--- config.mk ---
export PLATFORM = sky130hd
export DESIGN_NAME = multi_chan_macc_filter_flat
export DESIGN_NICKNAME = d
export VERILOG_FILES = /design/src/rtl/multi_chan_macc_filter_if.sv /design/src/rtl/multi_chan_macc_filter.sv /design/src/flat_wrapper.sv
export SDC_FILE = /design/constraint.sdc
export NUM_CORES = 2
export LEC_CHECK = 0
export BUFFER_PORTS_ARGS = -buffer_cell sky130_fd_sc_hd__buf_2
export CORE_MARGIN = 3
export CORE_UTILIZATION = 59
export CTS_BUF_LIST = sky130_fd_sc_hd__clkbuf_8
export CTS_CLUSTER_DIAMETER = 100
export DETAILED_ROUTE_END_ITERATION = 10
export PLACE_DENSITY = 0.86
export SLEW_MARGIN = 30
export SYNTH_ARGS = -nofsm -noshare
export SYNTH_HDL_FRONTEND = slang
export SYNTH_SLANG_ARGS = --single-unit
--- constraint.sdc ---
create_clock -name Clk_i -period 6.2 [get_ports Clk_i]
set_input_delay 0.62 -clock Clk_i [delete_from_list [all_inputs] [get_ports Clk_i]]
set_output_delay 0.62 -clock Clk_i [all_outputs]
set_load 0.02 [all_outputs]
--- src/rtl/multi_chan_macc_filter_if.sv ---
// multi_chan_macc_filter_if: coefficient, sample and result signals of the multi-channel MAC filter
interface multi_chan_macc_filter_if #(
  parameter int DATA_W   = 18,
  parameter int COEFF_W  = 18,
  parameter int TAPS     = 16,
  parameter int CHANNELS = 4
);
  localparam int TW = $clog2(TAPS);
  localparam int CW = CHANNELS > 1 ? $clog2(CHANNELS) : 1;
  logic                      CoeffWr_i;
  logic [TW-1:0]             CoeffAddr_i;
  logic signed [COEFF_W-1:0] CoeffData_i;
  logic signed [DATA_W-1:0]  Data_i;
  logic [CW-1:0]             ChanIdx_i;
  logic                      DataNd_i;
  logic                      Busy_o;
  logic                      Overrun_o;
  logic signed [DATA_W-1:0]  Data_o;
  logic [CW-1:0]             ChanIdx_o;
  logic                      Sat_o;
  logic                      DataValid_o;
  modport slave (
    input  CoeffWr_i, CoeffAddr_i, CoeffData_i, Data_i, ChanIdx_i, DataNd_i,
    output Busy_o, Overrun_o, Data_o, ChanIdx_o, Sat_o, DataValid_o
  );
  modport master (
    output CoeffWr_i, CoeffAddr_i, CoeffData_i, Data_i, ChanIdx_i, DataNd_i,
    input  Busy_o, Overrun_o, Data_o, ChanIdx_o, Sat_o, DataValid_o
  );
endinterface

--- src/rtl/multi_chan_macc_filter.sv ---
// multi_chan_macc_filter: time-multiplexed multi-channel FIR, one shared multiplier and coefficient set
module multi_chan_macc_filter #(
  parameter int DATA_W    = 18,
  parameter int COEFF_W   = 18,
  parameter int TAPS      = 16,
  parameter int CHANNELS  = 4,
  parameter int OUT_SHIFT = 17
) (
  input logic                      Clk_i,
  input logic                      RstN_i,
  multi_chan_macc_filter_if.slave  bus
);
  localparam int TW = $clog2(TAPS);
  localparam int CW = CHANNELS > 1 ? $clog2(CHANNELS) : 1;
  localparam int AW = $clog2(CHANNELS * TAPS);
  localparam int PW = DATA_W + COEFF_W;
  localparam int AC = PW + TW;
  localparam logic [2:0] INIT = 3'd0, IDLE = 3'd1, MAC = 3'd2, DRAIN = 3'd3, OUT = 3'd4;
  localparam logic signed [AC:0] MAXV = {{(AC + 2 - DATA_W){1'b0}}, {(DATA_W - 1){1'b1}}};
  localparam logic signed [AC:0] MINV = {{(AC + 2 - DATA_W){1'b1}}, {(DATA_W - 1){1'b0}}};
  localparam logic signed [AC:0] HALF = (AC + 1)'(1) << (OUT_SHIFT - 1);
  logic [2:0]                state_q, state_d;
  logic [AW-1:0]             cnt_q, cnt_d;
  logic [TW-1:0]             wp_q [CHANNELS];
  logic [TW-1:0]             base_q, tap;
  logic [CW-1:0]             chan_q, chan_in, cout_q;
  logic signed [DATA_W-1:0]  line_mem [CHANNELS*TAPS];
  logic signed [COEFF_W-1:0] coeff_mem [TAPS];
  logic signed [DATA_W-1:0]  x_q, dout_q, res;
  logic signed [COEFF_W-1:0] h_q;
  logic signed [PW-1:0]      prod_q;
  logic signed [AC-1:0]      acc_q;
  logic signed [AC:0]        rnd, shifted;
  logic [AW-1:0]             rd_addr, wr_addr;
  logic                      rd_v_q, pr_v_q, ovr_q, dv_q, sat_q, accept, hi, lo;
  // cnt_q is the INIT clear address, the MAC tap index and the DRAIN flush count
  always_comb begin
    accept  = bus.DataNd_i && state_q == IDLE;
    chan_in = CHANNELS == 1 ? '0 : bus.ChanIdx_i;
    tap     = cnt_q[TW-1:0];
    rd_addr = AW'({chan_q, TW'(base_q - tap)});
    wr_addr = state_q == INIT ? cnt_q : AW'({chan_in, wp_q[chan_in]});
    state_d = state_q == INIT  ? (&cnt_q ? IDLE : INIT)
            : state_q == IDLE  ? (bus.DataNd_i ? MAC : IDLE)
            : state_q == MAC   ? (&tap ? DRAIN : MAC)
            : state_q == DRAIN ? (cnt_q == AW'(2) ? OUT : DRAIN)
            : IDLE;
    cnt_d   = (state_q == IDLE || state_d != state_q) ? '0 : cnt_q + AW'(1);
    rnd     = {acc_q[AC-1], acc_q} + HALF;
    shifted = rnd >>> OUT_SHIFT;
    hi      = shifted > MAXV;
    lo      = shifted < MINV;
    res     = hi ? MAXV[DATA_W-1:0] : lo ? MINV[DATA_W-1:0] : shifted[DATA_W-1:0];
  end
  // storage and the read/multiply pipeline are left unreset; only the valid flags gate their use
  always_ff @(posedge Clk_i) begin
    if (bus.CoeffWr_i) coeff_mem[bus.CoeffAddr_i] <= bus.CoeffData_i;
    if (state_q == INIT || accept) line_mem[wr_addr] <= state_q == INIT ? '0 : bus.Data_i;
    x_q    <= line_mem[rd_addr];
    h_q    <= coeff_mem[tap];
    prod_q <= PW'(x_q) * PW'(h_q);
  end
  always_ff @(posedge Clk_i or negedge RstN_i) begin
    if (!RstN_i) begin
      state_q <= INIT;
      cnt_q   <= '0;
      base_q  <= '0;
      chan_q  <= '0;
      acc_q   <= '0;
      rd_v_q  <= 1'b0;
      pr_v_q  <= 1'b0;
      ovr_q   <= 1'b0;
      dv_q    <= 1'b0;
      sat_q   <= 1'b0;
      dout_q  <= '0;
      cout_q  <= '0;
      for (int c = 0; c < CHANNELS; c++) wp_q[c] <= '0;
    end else begin
      state_q <= state_d;
      cnt_q   <= cnt_d;
      rd_v_q  <= state_q == MAC;
      pr_v_q  <= rd_v_q;
      ovr_q   <= bus.DataNd_i && state_q != IDLE;
      dv_q    <= state_q == OUT;
      if (accept) begin
        wp_q[chan_in] <= wp_q[chan_in] + TW'(1);
        base_q        <= wp_q[chan_in];
        chan_q        <= chan_in;
        acc_q         <= '0;
      end else if (pr_v_q) begin
        acc_q <= acc_q + AC'(prod_q);
      end
      if (state_q == OUT) begin
        dout_q <= res;
        cout_q <= chan_q;
        sat_q  <= hi | lo;
      end
    end
  end
  assign bus.Busy_o      = state_q != IDLE;
  assign bus.Overrun_o   = ovr_q;
  assign bus.Data_o      = dout_q;
  assign bus.ChanIdx_o   = cout_q;
  assign bus.Sat_o       = sat_q;
  assign bus.DataValid_o = dv_q;
endmodule

--- src/flat_wrapper.sv ---
// flat-port wrapper written by rule: the top's interface ports become plain ports
module multi_chan_macc_filter_flat 
#(
  parameter int DATA_W    = 18,
  parameter int COEFF_W   = 18,
  parameter int TAPS      = 16,
  parameter int CHANNELS  = 4,
  parameter int OUT_SHIFT = 17
)
  (Clk_i, RstN_i, bus_CoeffWr_i, bus_CoeffAddr_i, bus_CoeffData_i, bus_Data_i, bus_ChanIdx_i, bus_DataNd_i, bus_Busy_o, bus_Overrun_o, bus_Data_o, bus_ChanIdx_o, bus_Sat_o, bus_DataValid_o);
  multi_chan_macc_filter_if #(.DATA_W(DATA_W), .COEFF_W(COEFF_W), .TAPS(TAPS), .CHANNELS(CHANNELS)) bus_i ();
  input logic Clk_i;
  input logic RstN_i;
  input wire logic [$bits(bus_i.CoeffWr_i)-1:0] bus_CoeffWr_i;
  input wire logic [$bits(bus_i.CoeffAddr_i)-1:0] bus_CoeffAddr_i;
  input wire logic [$bits(bus_i.CoeffData_i)-1:0] bus_CoeffData_i;
  input wire logic [$bits(bus_i.Data_i)-1:0] bus_Data_i;
  input wire logic [$bits(bus_i.ChanIdx_i)-1:0] bus_ChanIdx_i;
  input wire logic [$bits(bus_i.DataNd_i)-1:0] bus_DataNd_i;
  output wire logic [$bits(bus_i.Busy_o)-1:0] bus_Busy_o;
  output wire logic [$bits(bus_i.Overrun_o)-1:0] bus_Overrun_o;
  output wire logic [$bits(bus_i.Data_o)-1:0] bus_Data_o;
  output wire logic [$bits(bus_i.ChanIdx_o)-1:0] bus_ChanIdx_o;
  output wire logic [$bits(bus_i.Sat_o)-1:0] bus_Sat_o;
  output wire logic [$bits(bus_i.DataValid_o)-1:0] bus_DataValid_o;
  assign bus_i.CoeffWr_i = bus_CoeffWr_i;
  assign bus_i.CoeffAddr_i = bus_CoeffAddr_i;
  assign bus_i.CoeffData_i = bus_CoeffData_i;
  assign bus_i.Data_i = bus_Data_i;
  assign bus_i.ChanIdx_i = bus_ChanIdx_i;
  assign bus_i.DataNd_i = bus_DataNd_i;
  assign bus_Busy_o = bus_i.Busy_o;
  assign bus_Overrun_o = bus_i.Overrun_o;
  assign bus_Data_o = bus_i.Data_o;
  assign bus_ChanIdx_o = bus_i.ChanIdx_o;
  assign bus_Sat_o = bus_i.Sat_o;
  assign bus_DataValid_o = bus_i.DataValid_o;
  multi_chan_macc_filter #(.DATA_W(DATA_W), .COEFF_W(COEFF_W), .TAPS(TAPS), .CHANNELS(CHANNELS), .OUT_SHIFT(OUT_SHIFT)) u_core (.Clk_i(Clk_i), .RstN_i(RstN_i), .bus(bus_i));
endmodule
==> flow_metrics.py <==
metrics = {
    "global_route": {
        "grt_pass1_wl_um": 286000,
        "grt_max_degree": 91,
        "grt_overflow": 0,
        "grtUsageTotal": 0.294,
        "grt_pass1_vias": 45500,
        "antenna_found_initial": 8,
    },
    "detailed_routing": {
        "drt-initial-drc-count": 5658,
        "detail_route.wl_per_cell_um": 28.2,
        "viasPerCell": 6.43,
        "drc": 0,
        "wl_um": 190000,
        "firstDrtPassIters": 8,
        "via_count": 43400,
        "ant_nets": 0,
    },
    "clocking": {
        "cts_max_path_buffers": 3,
        "root_buffer": "clkbuf_8",
        "cts_tree": "built",
        "cts.clk_slew.worst_paths_ns": 0.07,
        "clock-sinks": 1608,
        "clock_latency_ns": 1.01,
        "cts_buffers": 237,
        "htree_levels": 4,
    },
    "floorplan": {
        "row_count": 130,
        "dieArea_um2": 133000,
        "coreArea_um2": 126000,
        "die_h_um": 364,
        "start_util": 0.598,
        "die_w_um": 364,
        "ioPinCount": 70,
    },
    "sta": {
        "clock.fmax_mhz": 165,
        "final_max_slew_viol_count": 0,
        "worst_slack_ns": 0.124,
        "finalCritPeriodShare": 0.980,
        "finalHoldViolations": 0,
        "maxSlewHeadroom": 0.307,
        "fin_crit_ns": 6.08,
        "setup_violations": 0,
        "tightest_slew_ns": 1.04,
        "rsz0062_at_grt": "yes",
        "fin_skew_ns": 0.0921,
    },
    "finish": {
        "nets": 5415,
        "design_area_um2": 84500,
        "layout-drive-gt1-share": 0.235,
        "fill_cells": 7629,
        "syn2layout_area_growth_pct": 11.7,
    },
    "critical_path": {
        "required_ns": 7.08,
        "critical_path_arrival_ns": 6.95,
        "start_kind": "flip-flop",
        "crit_path_max_fanout": 6,
        "r2r-end": "u_core.prod_q[33]",
        "worstSetupPathType": "reg -> reg",
        "end_kind": "flip-flop",
        "rrSetupSlack_ns": 0.12,
        "reg2reg_depth": 22,
        "reg2reg_from": "u_core.h_q[7]",
    },
    "hold_path": {
        "worstHoldStart": "bus_ChanIdx_i[0]",
        "min_path_cells": 3,
        "hold_path_end": "u_core.chan_q[0]",
        "hp-class": "in -> reg",
    },
    "synthesis": {
        "synth_top_area_share": 0.572,
        "ys_seq_elements": 1608,
        "ys_seq_area_frac": 0.623,
        "syn-cell-area_um2": 75600,
        "ys_top_cells_by_area": "edfxtp_1 (57%), mux4_2 (12%), fa_1 (8.8%)",
        "synthArstFlopShare": 0.0597,
        "syn_nets": 5060,
        "ys_warn_count": 0,
        "synthCells": 4544,
        "synth_area_leader_cell": "edfxtp_1",
        "synth-edff-count": 1440,
        "synthFlopType": "edfxtp_1",
        "yosysUniqueCellTypes": 81,
        "synth.avg_cell_area_um2": 16.6,
    },
    "place": {
        "gp_congestion": 0.923,
        "place_area_um2": 79200,
        "place_ws_ns": -0.0724,
        "numPortBuffers": 69,
        "dp_hpwl_um": 117000,
    },
    "run": {
        "maxCapViolations": 0,
    },
    "outcome": {
        "status": "finished clean",
    },
}
[flip-flops by register name, indices dropped and copies added (netlist names), 2 cells and up]
register,count
u_core.line_mem,1152
u_core.coeff_mem,288
u_core.acc_q,40
u_core.prod_q,36
u_core.bus.Data_o,18
u_core.h_q,18
u_core.x_q,18
u_core.wp_q,16
u_core.cnt_q,6
u_core.base_q,4
u_core.state_q,3
u_core.bus.ChanIdx_o,2
u_core.chan_q,2
[worst max-delay path by stage]
stage	endpoint	startpoint
after floorplan	u_core.prod_q[35]	u_core.h_q[9]
after global placement	u_core.prod_q[35]	u_core.x_q[6]
after detailed placement	u_core.prod_q[35]	u_core.x_q[6]
after CTS	u_core.prod_q[35]	u_core.h_q[11]
after global routing	u_core.prod_q[35]	u_core.x_q[5]
final	u_core.prod_q[33]	u_core.h_q[7]
[kinds of logic after synthesis]
family / after synthesis / synth area share
compound gates: 386 / 0.0350
buf+inv: 615 / 0.0319
xor+xnor: 96 / 0.0111
mux: 514 / 0.134
flops: 1608 / 0.623
fa+ha+maj: 470 / 0.111
simple gates: 855 / 0.0544
[routing by layer]
layer  wire length [um]  track usage  part of all wire
met5                 37            0           0.00019
met4              11700        0.166             0.061
met3              20500       0.0724              0.11
met2              92900        0.474              0.49
met1              65200        0.367              0.34
[worst max-delay path: stages (launching register included)]
cell and delay [ns]:
dfxtp_4 0.38, buf_4 0.17, and2_1 0.15, fa_1 0.50, inv_1 0.05, fa_2 0.54, fa_1 0.40, inv_1 0.08
fa_1 0.44, fa_1 0.60, inv_2 0.05, fa_1 0.51, inv_2 0.05, ha_4 0.24, and2_4 0.15, and4_4 0.18
a221oi_2 0.20, nand2_1 0.14, a41o_1 0.32, o41ai_4 0.33, o21ai_1 0.13, a31oi_1 0.20, xnor2_1 0.13
[layout make-up]
type | instances | area, um^2 | area share
clock buffers | 253 | 3480 | 0.0412
multi-input cells | 2321 | 26600 | 0.315
clock inverters | 190 | 1110 | 0.0132
well taps | 1650 | 2060 | 0.0244
inverters | 411 | 1540 | 0.0183
diodes | 4 | 10.0 | 0.000118
repair buffers | 320 | 2520 | 0.0299
flip-flops and latches | 1608 | 47200 | 0.558
[layout by cell type (no fill, tap or decap), drive strengths merged, types with 11 or more instances in the layout]
cell and count:
a211oi 68, a21o 25, a21oi 127, a311oi 19, a31oi 30, and2 205, and3 12, buf 299
clkbuf 253, clkinv 94, dfrtp 96, dfxtp 72, dlygate4sd3 21, edfxtp 1440, fa 331, ha 139
inv 498, mux2 13, mux2i 101, mux4 400, nand2 293, nand2b 23, nand3 29, nand4 11
nor2 201, nor2b 23, nor3 27, o21ai 52, o21bai 12, xnor2 68, xor2 28
[synthesized netlist by cell type (25+ instances only)]
| cell | count |
|---|---|
| edfxtp_1 | 1440 |
| a31oi_1 | 30 |
| buf_2 | 51 |
| nor3_1 | 25 |
| mux2i_1 | 101 |
| a21oi_1 | 106 |
| nand3_1 | 28 |
| and2_1 | 205 |
| mux4_2 | 400 |
| inv_1 | 411 |
| xor2_1 | 28 |
| fa_1 | 331 |
| dfrtp_1 | 96 |
| nor2_1 | 201 |
| xnor2_1 | 68 |
| ha_1 | 139 |
| nand2_1 | 292 |
| clkbuf_1 | 139 |
| a211oi_1 | 66 |
| dfxtp_1 | 72 |
| o21ai_0 | 45 |
[per-stage QoR]
| step | hold WS, ns | setup TNS [ns] | utilization | instances |
|---|---|---|---|---|
| global placement | 0.334 | 0 | 0.627 | 6268 |
| floorplan | 0.324 | 0 | - | 4544 |
| finish | 0.0645 | 0 | 0.669 | 6757 |
| detailed placement | 0.342 | -0.143 | 0.627 | 6270 |
| global route | 0.0863 | -0.351 | 0.669 | 6754 |
| CTS | 0.00759 | 0 | 0.665 | 6734 |
[what timing repair did]
action / 4_1_cts / 5_1_grt
pin swaps: 0 / 48
resized for setup: 6 / 102
endpoints found under the setup margin: 3 / 8
hold endpoints to repair: 280 / 0
buffers inserted: 0 / 19
hold buffers: 21 / 0
Power is left out: the tool's default activity adds up to more than one toggle a clock period on the data nets, which glitch-free logic cannot reach.
